$ cat config.mk
export PLATFORM = sky130hd
export DESIGN_NAME = prefetch_unit
export DESIGN_NICKNAME = d
export VERILOG_FILES = /design/src/rtl/prefetch_unit.sv
export SDC_FILE = /design/constraint.sdc
export NUM_CORES = 1
export LEC_CHECK = 0
export ABC_CLOCK_PERIOD_IN_PS = 4200
export CAP_MARGIN = 20
export CORE_ASPECT_RATIO = 0.6
export CORE_UTILIZATION = 51
export CTS_BUF_LIST = sky130_fd_sc_hd__clkbuf_8
export CTS_CLUSTER_SIZE = 16
export DETAILED_ROUTE_END_ITERATION = 10
export DONT_BUFFER_PORTS = 1
export HOLD_SLACK_MARGIN = 0.15
export PLACE_DENSITY = 0.68
export REMOVE_ABC_BUFFERS = 1
export SETUP_SLACK_MARGIN = 0.02
export SYNTH_ARGS = -nofsm -noshare
export SYNTH_HDL_FRONTEND = slang
export SYNTH_SLANG_ARGS = --single-unit
$ cat constraint.sdc
create_clock -name clk -period 4.2 [get_ports clk]
set_input_delay 1.26 -clock clk [delete_from_list [all_inputs] [get_ports clk]]
set_output_delay 1.26 -clock clk [all_outputs]
set_load 0.05 [all_outputs]
$ cat src/rtl/prefetch_unit.sv
// Instruction prefetch unit: credit-limited fetch requests, in-order response
// queue toward decode, and redirect handling that drains stale responses.
module prefetch_unit #(
    parameter int              XLEN     = 32,
    parameter int              DEPTH    = 4,
    parameter logic [XLEN-1:0] RESET_PC = '0
) (
    input  logic                       clk,
    input  logic                       rst,

    output logic                       o_im_req_valid,
    input  logic                       i_im_req_ready,
    output logic [XLEN-1:0]            o_im_req_addr,

    input  logic                       i_im_rsp_valid,
    input  logic [XLEN-1:0]            i_im_rsp_data,

    output logic                       o_ins_valid,
    input  logic                       i_ins_ready,
    output logic [XLEN-1:0]            o_ins_data,
    output logic [XLEN-1:0]            o_ins_pc,

    input  logic                       i_redirect_valid,
    input  logic [XLEN-1:0]            i_redirect_pc,

    output logic                       o_flushing,
    output logic [$clog2(DEPTH):0]     o_outstanding
);

    localparam int             PW        = $clog2(DEPTH);
    localparam int             CW        = PW + 1;
    localparam logic [CW:0]    DEPTH_LIM = (CW + 1)'(DEPTH);

    typedef enum logic {
        FETCH = 1'b0,
        FLUSH = 1'b1
    } state_t;

    state_t          state;
    logic [XLEN-1:0] fetch_pc;
    logic [CW-1:0]   count;
    logic [CW-1:0]   outstanding;

    // Decode-side instruction queue.
    logic [XLEN-1:0] q_data [DEPTH];
    logic [XLEN-1:0] q_pc   [DEPTH];
    logic [PW-1:0]   q_head;
    logic [PW-1:0]   q_tail;

    // Addresses of requests in flight, oldest at pf_head; responses pop it
    // even while flushing so it always mirrors the outstanding count.
    logic [XLEN-1:0] pc_fifo [DEPTH];
    logic [PW-1:0]   pf_head;
    logic [PW-1:0]   pf_tail;

    logic            credit_ok;
    logic            req_fire;
    logic            rsp_accept;
    logic            enq;
    logic            deq;
    logic [CW-1:0]   out_next;

    always_comb begin
        credit_ok      = ({1'b0, count} + {1'b0, outstanding}) < DEPTH_LIM;
        o_im_req_valid = !rst && (state == FETCH) && credit_ok && !i_redirect_valid;
        req_fire       = o_im_req_valid && i_im_req_ready;
        // A response with nothing in flight is a protocol violation; drop it.
        rsp_accept     = i_im_rsp_valid && (outstanding != '0);
        enq            = rsp_accept && (state == FETCH) && !i_redirect_valid;
        deq            = o_ins_valid && i_ins_ready;
        out_next       = outstanding + CW'(req_fire) - CW'(rsp_accept);
    end

    assign o_im_req_addr = fetch_pc;
    assign o_ins_valid   = (count != '0);
    assign o_ins_data    = q_data[q_head];
    assign o_ins_pc      = q_pc[q_head];
    assign o_flushing    = (state == FLUSH);
    assign o_outstanding = outstanding;

    always_ff @(posedge clk) begin
        if (rst) begin
            state       <= FETCH;
            fetch_pc    <= RESET_PC;
            count       <= '0;
            outstanding <= '0;
            q_head      <= '0;
            q_tail      <= '0;
            pf_head     <= '0;
            pf_tail     <= '0;
            // NOTE: queue storage is cleared on reset so the data/pc outputs
            // read zero while idle; the arrays are small enough to stay flops.
            for (int i = 0; i < DEPTH; i++) begin
                q_data[i]  <= '0;
                q_pc[i]    <= '0;
                pc_fifo[i] <= '0;
            end
        end else begin
            outstanding <= out_next;

            if (req_fire) begin
                pc_fifo[pf_tail] <= fetch_pc;
                pf_tail          <= pf_tail + PW'(1);
                fetch_pc         <= fetch_pc + XLEN'(4);
            end

            if (rsp_accept) begin
                pf_head <= pf_head + PW'(1);
            end

            if (i_redirect_valid) begin
                // Request valid is held low here, so this load never races
                // the increment above.
                fetch_pc <= i_redirect_pc & ~XLEN'(3);
                q_head   <= '0;
                q_tail   <= '0;
                count    <= '0;
                state    <= (out_next != '0) ? FLUSH : FETCH;
            end else begin
                if (enq) begin
                    q_data[q_tail] <= i_im_rsp_data;
                    q_pc[q_tail]   <= pc_fifo[pf_head];
                    q_tail         <= q_tail + PW'(1);
                end
                if (deq) begin
                    q_head <= q_head + PW'(1);
                end
                count <= count + CW'(enq) - CW'(deq);
                if ((state == FLUSH) && (out_next == '0)) begin
                    state <= FETCH;
                end
            end
        end
    end

endmodule

**Yosys cells after proc, flatten, opt, wreduce, memory -nomap -nowiden**

Memory sizes are Yosys's and may differ from the RTL's. A register that Yosys moved wholly into a read port is not among the register bits.
Cells that the tools add are included.

- Muxes and demuxes: 29
- Add/sub/neg operators: 10
- $lt $le $gt $ge: 1
- Reductions and logical operators: 21
- Bitwise logic cells: 1

Operators by type and width:

| cell | count |
|---|---|
| $mux 32 | 5 |
| $reduce_or 32->1 | 3 |
| $add 32x3->32 const B | 1 |
| $mux 2 | 9 |
| $mux 1 | 15 |
| $logic_and 1x1->1 | 9 |
| $reduce_bool 3->1 | 3 |
| $add 2x1->2 const B | 4 |
| $add 3x1->3 | 2 |
| $sub 3x1->3 | 2 |
| $add 3x3->4 | 1 |
| $lt 4x3->1 const B | 1 |
| $reduce_bool 2->1 | 2 |
| $logic_not 3->1 | 1 |
| $logic_not 1->1 | 2 |
| $reduce_or 2->1 | 1 |
| $not 1->1 | 1 |

- Word-level logic and storage cells: 74
- Input port bits: 70
- Bits in writable memories: 384
- Memories: 3
- Output and inout port bits: 102
- Register bits: 47

Memory list:

| memory | words | bits a word | rd ports | clocked after memory_dff | wr ports | RTL line | source |
|---|---|---|---|---|---|---|---|
| pc_fifo | 4 | 32 | 1 | 1 | 4 | 52 | `logic [XLEN-1:0] pc_fifo [DEPTH];` |
| q_data | 4 | 32 | 1 | 1 | 4 | 45 | `logic [XLEN-1:0] q_data [DEPTH];` |
| q_pc | 4 | 32 | 1 | 1 | 4 | 46 | `logic [XLEN-1:0] q_pc [DEPTH];` |

**Logic depth before layout (Yosys ltp)**

Gate-level depths: netlist (run 1).

- Depth after elaboration: 11
- Depth in mapped cells: 12
- Mapped depth without buffers: 11

**Least setup slack after synthesis (run 1)**

OpenSTA, ideal clock, no wires.

- Path kind: input -> register
- Start point: in i_redirect_valid
- End point: mem q_data[2][0], enable pin
- Arrival: 3.728 ns
- Library setup time: 0.419 ns
- Path slack: 0.053 ns
- Stages: 7
- Buffers on the path: 4
- Path through: buf_2 or2_0 buf_2 nor3_4 buf_2 clkbuf_1 a21o_1

RTL lines:

| item | RTL line | source |
|---|---|---|
| start: declaration | 23 | `input logic i_redirect_valid,` |
| end: declaration | 45 |  |

**Worst setup path after layout (run 1)**

- Start point: reg outstanding[2], in the netlist o_outstanding[2]
- End point: out o_im_req_valid

- Word-level cells in the longest chain between the ends: 4

RTL lines:

| item | RTL line | source |
|---|---|---|
| start: declaration | 42 | `logic [CW-1:0] outstanding;` |
| start signal: assignment | 99 | `outstanding <= out_next;` |
| $add 3x3->4 | 64 | `credit_ok = ({1'b0, count} + {1'b0, outstanding}) < DEPTH_LIM;` |
| $lt 4x3->1 | 64 |  |
| $logic_and 1x1->1 (2 in a row) | 65 | `o_im_req_valid = !rst && (state == FETCH) && credit_ok && !i_redirect_valid;` |
| end: declaration | 11 | `output logic o_im_req_valid,` |

No other way between the ends.

==> results of run 1 <==
-- cells by family (layout without fill, tap and decap cells) --
| logic type | count (synthesis) | count (layout) | share of synthesized area, % |
|---|---|---|---|
| fa+ha+maj | 9 | 9 | 0.703 |
| xor+xnor | 19 | 19 | 0.917 |
| buf+inv | 163 | 225 | 3.70 |
| other cells | 1 | 4 | 0.0207 |
| flops | 417 | 417 | 66.3 |
| mux | 96 | 96 | 11.6 |
| compound gates | 59 | 59 | 2.22 |
| simple gates | 513 | 513 | 14.5 |
-- per-stage QoR --
step           util [%]  cell area (um2)  TNS (ps)  hold WS [ps]
4_1_cts            56.8            19900         0           538
2_1_floorplan         -            17800   -256530           485
3_3_place_gp       53.6            18800         0           505
6_report           56.8            19900         0           531
5_1_grt            56.8            19900         0           576
3_5_place_dp       53.6            18800         0           518
-- layout by cell type, fill, tap and decap left out, types with 3 or more instances in the layout --
master      n
a211oi_1    9
a21oi_1    11
a22oi_1     3
a31oi_1    12
and2_1    123
and3_1     69
buf_12      9
buf_4      26
clkbuf_8   67
clkinv_1   18
clkinv_2    6
conb_1      4
dfxtp_1    45
dfxtp_2     3
edfxtp_1  368
ha_1        7
inv_1      96
mux2i_1     3
mux4_2     92
nand2_1    88
nand3_1    17
nand4_1    16
nor2_1    158
nor2b_1     4
nor3_1      4
nor4_1      5
o211ai_1    4
o21ai_0     5
or3_1       7
xnor2_1     7
xor2_1     12
-- synth_stat cells (all sizes together) (5+ instances only) --
master  count
xnor2       7
or3         7
dfxtp      49
nor4        6
nor2b       6
and2      123
and3       69
ha          7
nand3      18
a211oi      9
clkbuf     60
mux4       92
nor2      158
a21oi      11
inv        75
a31oi      12
nand4      16
edfxtp    368
xor2       12
nor3        6
buf        28
o21ai       5
nand2      88
-- layout make-up --
type,instances,share of cell area [%]
Inverter,75,1.42
Clock buffer,67,4.64
Clock inverter,48,0.982
Timing Repair Buffer,35,1.89
Multi-Input combinational cell,700,27.6
Sequential cell,417,60.6
Tap cell,467,2.94
-- flip-flops by register name, summed over array words and instances (netlist names), named ones only --
register and flops:
q_head 2, count 3, pf_head 2, pc_fifo 120, o_im_req_addr 30, q_tail 2
q_data 128, o_outstanding 3, pf_tail 2, o_flushing 1, q_pc 120
-- layer usage --
layer | part of all wire, % | GRT usage [%]
met5 | 0 | 0
met4 | 1.6 | 5.99
met3 | 6.5 | 4.82
met2 | 48 | 34.9
met1 | 44 | 31.8
-- power breakdown --
group	switching [mW]	internal, mW	total, mW
Clock	1.56	1.46	3.02
Sequential	0.299	4.79	5.09
Combinational	0.922	0.470	1.39
Total	2.78	6.72	9.51
-- final timing paths --
kind / startpoint / endpoint / slack, ps / depth (start not counted)
max: o_outstanding[2]$_SDFF_PP0_ / o_im_req_valid / 530 / 3
min reg2reg: pf_head[1]$_SDFFE_PP0P_ / register / 530 / 2
min: pf_head[1]$_SDFFE_PP0P_ / register / 530 / 2
max reg2reg: o_outstanding[2]$_SDFF_PP0_ / o_flushing$_SDFFE_PP0P_ / 1080 / 11
-- worst register-to-register path: stages, from the launching register on --
cell	delay, ps
dfxtp_1	700
ha_1	340
nor4_1	220
and4_2	330
inv_2	50
ha_1	270
inv_1	40
ha_1	180
fa_1	380
xnor2_1	150
xnor2_1	170
a211oi_1	210
==> results.json, run 1 <==
{
  "syn2layout_area_growth_pct": 9.57,
  "antenna_cells": 0,
  "synth_seq_cells": 417,
  "pre_cts_ws_ps": 730,
  "powerDensity_nw_per_um2": 478,
  "grt_pass1_wl_um": 61400,
  "seq_area_frac_synth_pct": 66.3,
  "fin_crit_ps": 3670,
  "fmax_mhz": 272,
  "cts-resized-gates": 0,
  "hold_viol": 0,
  "hold_buffers": 0,
  "port_buffers": 0,
  "cap_violations": 0,
  "synth_edf_count": 368,
  "cts_inserted_buffers": 61,
  "syn_avg_cell_area_um2": 14.2,
  "tightest_slew_ps": 883,
  "grt_pass1_vias": 10388,
  "worst_slack_ps": 529,
  "finalCritPeriodShare_pct": 87.4,
  "slew_headroom_pct": 41.1,
  "crit_arrival_ps": 2410,
  "cts_buffer_depth": 3,
  "finalPower_mw": 9.51,
  "p_leak_nw": 7.56,
  "synth_area_leaders": "edfxtp_1, mux4_2, dfxtp_1",
  "slowest_stage": "dfxtp_1",
  "io_pins": 172,
  "async_flop_share_pct": 0,
  "netlist.area_leader.share_pct": 60.9,
  "initialDrtViolationCount": 763,
  "yosys.cell_types.count": 56,
  "slew_violations": 0,
  "crit_chain": "ha_1 > nor4_1 > and3_1",
  "cp_data_required_time_ps": 2940,
  "netlist_instances": 1277,
  "hpwl_um": 23600,
  "cts_tree": "built",
  "post_drt_wl_per_cell_um": 22.0,
  "post_cts_buffers": 0,
  "cts.sinks": 417,
  "fin_cells": 1809,
  "clk_pin_slew_ps": 70,
  "vias": 10259,
  "rows": 53,
  "grt_setup_unrepaired": "false",
  "overflow": 0,
  "cts.htree.levels": 2,
  "final-seq-area_um2": 12000,
  "worstPathMaxFanout": 4,
  "post-route-drc-count": 0,
  "first_pass_iters": 5,
  "multi_input_area_um2": 5480,
  "ys_warn_count": 0,
  "grt_max_degree": 123,
  "min_path_type": "reg2reg",
  "chipHeight_um": 148,
  "post-place-cells": 1694,
  "vias_per_cell": 5.67,
  "drive_gt1_share_pct": 16.8,
  "dieArea_um2": 36400,
  "finalSetupViolCount": 0,
  "ir_drop_uv": 400,
  "die_width_um": 245,
  "gp_congestion": 0.794,
  "fin_nets": 1369,
  "clk_latency_ps": 630,
  "path_buf_inv": 0,
  "finalClockSkew_ps": 22.3,
  "core_area_um2": 35000,
  "root_buffer": "clkbuf_8",
  "ys.flop_type": "edfxtp_1",
  "worst_setup_path_start_kind": "register",
  "crit_family": "simple AND/OR/NAND/NOR gates",
  "cp-end-kind": "primary output",
  "syn_area_um2": 18100,
  "start_util_pct": 51.8,
  "ant_nets": 0,
  "final.fill_count": 2865,
  "drt-total-wl_um": 39900,
  "antenna_found_initial": 0,
  "gr-usage-all-layers_pct": 22.3,
  "cp_slowest_stage_delay_ps": 700,
  "outcome": "finished clean",
  "critPathKind": "reg2out",
  "yosys.area.top_type": "edfxtp_1"
}
(Power assumes the default switching activity.)
==> run 2: changes to the inputs <==
- ABC_CLOCK_PERIOD_IN_PS: 4200 -> unset
- CORE_MARGIN: unset -> 5
==> results.json, run 2 (synthesized netlist as in run 1, its figures left out) <==
{
  "outcome": "finished clean",
  "min_path_type": "reg2reg",
  "clk_latency_ps": 620,
  "ant_nets": 0,
  "cts_buffer_depth": 3,
  "cts.htree.levels": 2,
  "fmax_mhz": 272,
  "clk_pin_slew_ps": 70,
  "initialDrtViolationCount": 840,
  "pwr-share-comb_pct": 14.5,
  "drt-total-wl_um": 40900,
  "finalSetupViolCount": 0,
  "dpl-instance-area_um2": 18800,
  "fin_nets": 1370,
  "chipHeight_um": 156,
  "crit_chain": "ha_1 > nor4_1 > and3_1",
  "r2r-end": "o_flushing$_SDFFE_PP0P_",
  "power_switching_mw": 2.79,
  "fin_crit_ps": 3670,
  "start_util_pct": 51.7,
  "io_pins": 172,
  "p_sw_share_pct": 29.1,
  "slowest_stage": "dfxtp_1",
  "layout_common_cells": "edfxtp_1, nor2_1, and2_1",
  "crit_arrival_ps": 2410,
  "cp-end-kind": "primary output",
  "slew_headroom_pct": 34.6,
  "regMostFlops": "q_data",
  "critPathKind": "reg2out",
  "fin_area_um2": 19900,
  "largest_reg_flops": 128,
  "r2r-start": "o_outstanding[2]$_SDFF_PP0_",
  "pre_cts_ws_ps": 754,
  "die_width_um": 253,
  "hold_viol": 0,
  "reg.largest.list": "q_data x128, pc_fifo x120, q_pc x120",
  "min-delay-start": "q_head[1]$_SDFFE_PP0P_",
  "worst_slack_ps": 526,
  "drive_gt1_share_pct": 17.1,
  "cp_slowest_stage_delay_ps": 700,
  "min_path_cells": 2,
  "first_pass_iters": 5,
  "power.share.clock_pct": 32.3,
  "gr-usage-all-layers_pct": 20.9,
  "vias": 10265,
  "path_buf_inv": 0,
  "root_buffer": "clkbuf_8",
  "power_frac_seq_pct": 53.2,
  "powerDensity_nw_per_um2": 481,
  "core_area_um2": 35100,
  "final_common_cell": "edfxtp_1",
  "hold_buffers": 0,
  "gp_congestion": 0.806,
  "startpoint": "o_outstanding[2]$_SDFF_PP0_",
  "hpwl_um": 24500,
  "post-route-drc-count": 0,
  "grt_max_degree": 123,
  "antenna_found_initial": 0,
  "slew_violations": 0,
  "post_drt_wl_per_cell_um": 22.6,
  "reg2reg_setup_slack_ps": 1060,
  "tightest_slew_ps": 981,
  "antenna_cells": 0,
  "cts.sinks": 417,
  "rows": 53,
  "post_cts_buffers": 0,
  "grt_setup_unrepaired": "false",
  "p_leak_nw": 7.59,
  "overflow": 0,
  "cp_data_required_time_ps": 2940,
  "ir_drop_uv": 431,
  "worst_r2r_path_depth": 11,
  "worst_setup_path_start_kind": "register",
  "grt_pass1_vias": 10818,
  "cts_inserted_buffers": 61,
  "finalCritPeriodShare_pct": 87.5,
  "vias_per_cell": 5.67,
  "power.internal_mw": 6.80,
  "cts-resized-gates": 0,
  "worstPathMaxFanout": 4,
  "cap_violations": 0,
  "grt_pass1_wl_um": 64000,
  "cts_tree": "built",
  "port_buffers": 0,
  "finalClockSkew_ps": 13.4,
  "dieArea_um2": 39600,
  "crit_family": "simple AND/OR/NAND/NOR gates",
  "syn2layout_area_growth_pct": 9.88
}
==> run 2: cell count changes in the layout (fill, tap and decap cells not counted) <==
cell / previous run / this run
a21o_4: 0 / 2
or2_2: 2 / 1
a21o_2: 2 / 0
clkinv_2: 6 / 5
clkinv_1: 18 / 14
dfxtp_2: 3 / 2
buf_12: 9 / 8
or2_4: 0 / 1
dfxtp_4: 1 / 2
inv_1: 96 / 98
clkbuf_8: 67 / 71
buf_4: 26 / 28
==> run 2: per-layer routing <==
metal | routed length (um) | up-vias | global-route usage, %
met5 | 0 | - | 0
met4 | 621 | 0 | 4.42
met1 | 17800 | 5210 | 29.8
met3 | 2460 | 64 | 4.13
met2 | 20000 | 291 | 34.1
li1 | - | 4700 | -
==> run 2: cell type report <==
type / count / area (um2)
clock buffers: 71 / 977
clock inverters: 45 / 183
fillers: 2796 / 15100
inverters: 75 / 282
multi-input cells: 700 / 5500
flip-flops and latches: 417 / 12000
well taps: 467 / 584
repair buffers: 36 / 370
==> run 2: per-stage QoR <==
stage                     TNS (ps)  power, mW  hold WS [ps]  utilization, %  cells
after CTS                        0       9.71           547            56.8   1811
after detailed placement         0       6.61           525            53.5   1695
final                            0       9.60           528            56.8   1811
after global placement           0       6.58           505            53.5   1695
after global routing             0       10.0           571            56.8   1811
after floorplan            -256530       6.17           485               -   1192
==> run 2: tightest hold or removal path: cells and delay by family, from the launching register on <==
family                    cells  cell delay (ps)
xor gates and xnor gates      1               60
DFF                           1              330
and+or+nand+nor               1              100
==> run 2: worst max-delay path by stage <==
stage | end | cells past startpoint
2_1_floorplan | q_data[0][0]$_SDFFCE_PN0P_ | 4
3_3_place_gp | o_flushing$_SDFFE_PP0P_ | 10
3_5_place_dp | o_flushing$_SDFFE_PP0P_ | 10
4_1_cts | o_im_req_valid | 3
5_1_grt | o_im_req_valid | 3
6_report | o_im_req_valid | 3
==> run 2: power by group through the flow <==
stage,clock (mW),sequential [mW],combinational (mW)
floorplan,0,5.17,1.00
global placement,0,5.19,1.39
detailed placement,0,5.20,1.41
finish,3.10,5.11,1.39
CTS,3.18,5.12,1.41
global route,3.38,5.15,1.51
==> run 3: changes to the inputs <==
==> constraint.sdc (replaced) <==
create_clock -name clk -period 4.2 [get_ports clk]
set_input_delay 1.26 -clock clk [delete_from_list [all_inputs] [get_ports clk]]
set_output_delay 1.26 -clock clk [all_outputs]
set_load 0.005 [all_outputs]
==> results.json, run 3 (synthesized netlist as in run 1, its figures left out) <==
{
  "finalPower_mw": 9.17,
  "worstPathMaxFanout": 27,
  "first_pass_iters": 5,
  "tightest_slew_ps": 951,
  "vias_per_cell": 5.70,
  "drive_gt1_share_pct": 16.4,
  "met2_usage_pct": 33.4,
  "cts.sinks": 417,
  "outcome": "finished clean",
  "post-route-drc-count": 0,
  "power_switching_mw": 2.40,
  "antenna_found_initial": 0,
  "grt_setup_unrepaired": "false",
  "min_path_type": "reg2reg",
  "slew_violations": 0,
  "met3_usage_pct": 4.88,
  "io_pins": 172,
  "powerDensity_nw_per_um2": 462,
  "power.internal_mw": 6.77,
  "start_util_pct": 51.7,
  "core_area_um2": 35100,
  "overflow": 0,
  "cts_buffer_depth": 3,
  "grt_pass1_vias": 10622,
  "pre_cts_ws_ps": 774,
  "reg.largest.list": "q_data x128, pc_fifo x120, q_pc x120",
  "power_frac_seq_pct": 54.2,
  "grtUsageMet1_pct": 28.7,
  "grt_pass1_wl_um": 62700,
  "crit_chain": "buf_12 > mux4_2",
  "power.share.clock_pct": 33.3,
  "slowest_stage": "dfxtp_4",
  "worst_setup_path_start_kind": "register",
  "grt_max_degree": 69,
  "post-place-cells": 1690,
  "ir_drop_uv": 363,
  "top_usage_layer": "met2",
  "post_drt_wl_per_cell_um": 22.5,
  "finalClockSkew_ps": 27.0,
  "cts-resized-gates": 0,
  "cp_slowest_stage_delay_ps": 680,
  "cp_data_required_time_ps": 2940,
  "root_buffer": "clkbuf_8",
  "fmax_mhz": 282,
  "gr-usage-all-layers_pct": 20.6,
  "gp_congestion": 0.805,
  "chipHeight_um": 156,
  "hold_buffers": 0,
  "critPathKind": "reg2out",
  "finalSetupViolCount": 0,
  "cts_tree": "built",
  "p_sw_share_pct": 26.1,
  "clk_pin_slew_ps": 70,
  "die_width_um": 253,
  "layout_common_cells": "edfxtp_1, nor2_1, and2_1",
  "vias": 10258,
  "hpwl_um": 24900,
  "initialDrtViolationCount": 775,
  "post-route-util_pct": 56.6,
  "post_cts_buffers": 0,
  "cap_violations": 0,
  "worst_slack_ps": 657,
  "regMostFlops": "q_data",
  "port_buffers": 0,
  "setup_tns_ps": 0,
  "crit_family": "flip-flops",
  "fin_cells": 1801,
  "cts.htree.levels": 2,
  "fin_nets": 1364,
  "syn2layout_area_growth_pct": 9.37,
  "hold_viol": 0,
  "cts_inserted_buffers": 59,
  "fin_crit_ps": 3540,
  "finalCritPeriodShare_pct": 84.4,
  "cp-end-kind": "primary output",
  "antenna_cells": 0,
  "pwr-share-comb_pct": 12.5,
  "path_buf_inv": 1,
  "p_leak_nw": 7.53,
  "rows": 53,
  "drt-total-wl_um": 40600,
  "crit_arrival_ps": 2280,
  "slew_headroom_pct": 36.5,
  "ant_nets": 0,
  "clk_latency_ps": 640,
  "largest_reg_flops": 128,
  "final_common_cell": "edfxtp_1",
  "dieArea_um2": 39600
}
run 3: cell types whose count changed in the layout (fill, tap and decap cells not counted):
cell / delta
clkinvlp_4: -1
inv_1: -4
clkbuf_8: -8
clkinv_1: +5
buf_4: -3
bufinv_16: +2
inv_6: +1
buf_12: -1
clkinv_2: -1
run 3: worst min-delay path: stages (launching register included):
cell and delay, ps:
dfxtp_1 320, xor2_1 60, nor2_1 110
run 3: final cells by class:
type,instances,area [um2]
clock buffers,63,867
clock inverters,47,243
fillers,2843,15200
inverters,75,282
multi-input cells,700,5500
flip-flops and latches,417,12000
well taps,467,584
repair buffers,32,328
run 3: metal layers:
layer / share of wire, % / wire length [um] / vias to the layer above
met5: 0 / 0 / -
met4: 1.9 / 777 / 0
met3: 6.4 / 2610 / 67
met2: 48 / 19500 / 272
met1: 44 / 17700 / 5237
li1: - / - / 4682
run 3: through the flow:
stage	area [um2]	hold WS, ps
after global placement	18700	505
after floorplan	17800	485
after global routing	19800	568
after CTS	19800	539
after detailed placement	18700	506
final	19800	542
run 3: final timing paths:
path                                                    start                        endpoint  slack [ps]  cells past startpoint
worst max register to register  o_im_req_addr[2]$_SDFFE_PP0P_  o_im_req_addr[28]$_SDFFE_PP0P_        1230                      6
worst min register to register        pf_head[1]$_SDFFE_PP0P_                        register         540                      2
worst max-delay path                                 register                    o_ins_pc[19]         660                      2
worst min-delay path                  pf_head[1]$_SDFFE_PP0P_                        register         540                      2
run 3: power groups by stage:
stage          Sequential [mW]  Combinational (mW)  Clock [mW]
6_report                  4.97                1.14        3.06
5_1_grt                   5.00                1.26        3.32
4_1_cts                   5.04                1.09        3.13
3_5_place_dp              5.13                1.09           0
3_3_place_gp              5.11                1.07           0
2_1_floorplan             5.05               0.732           0
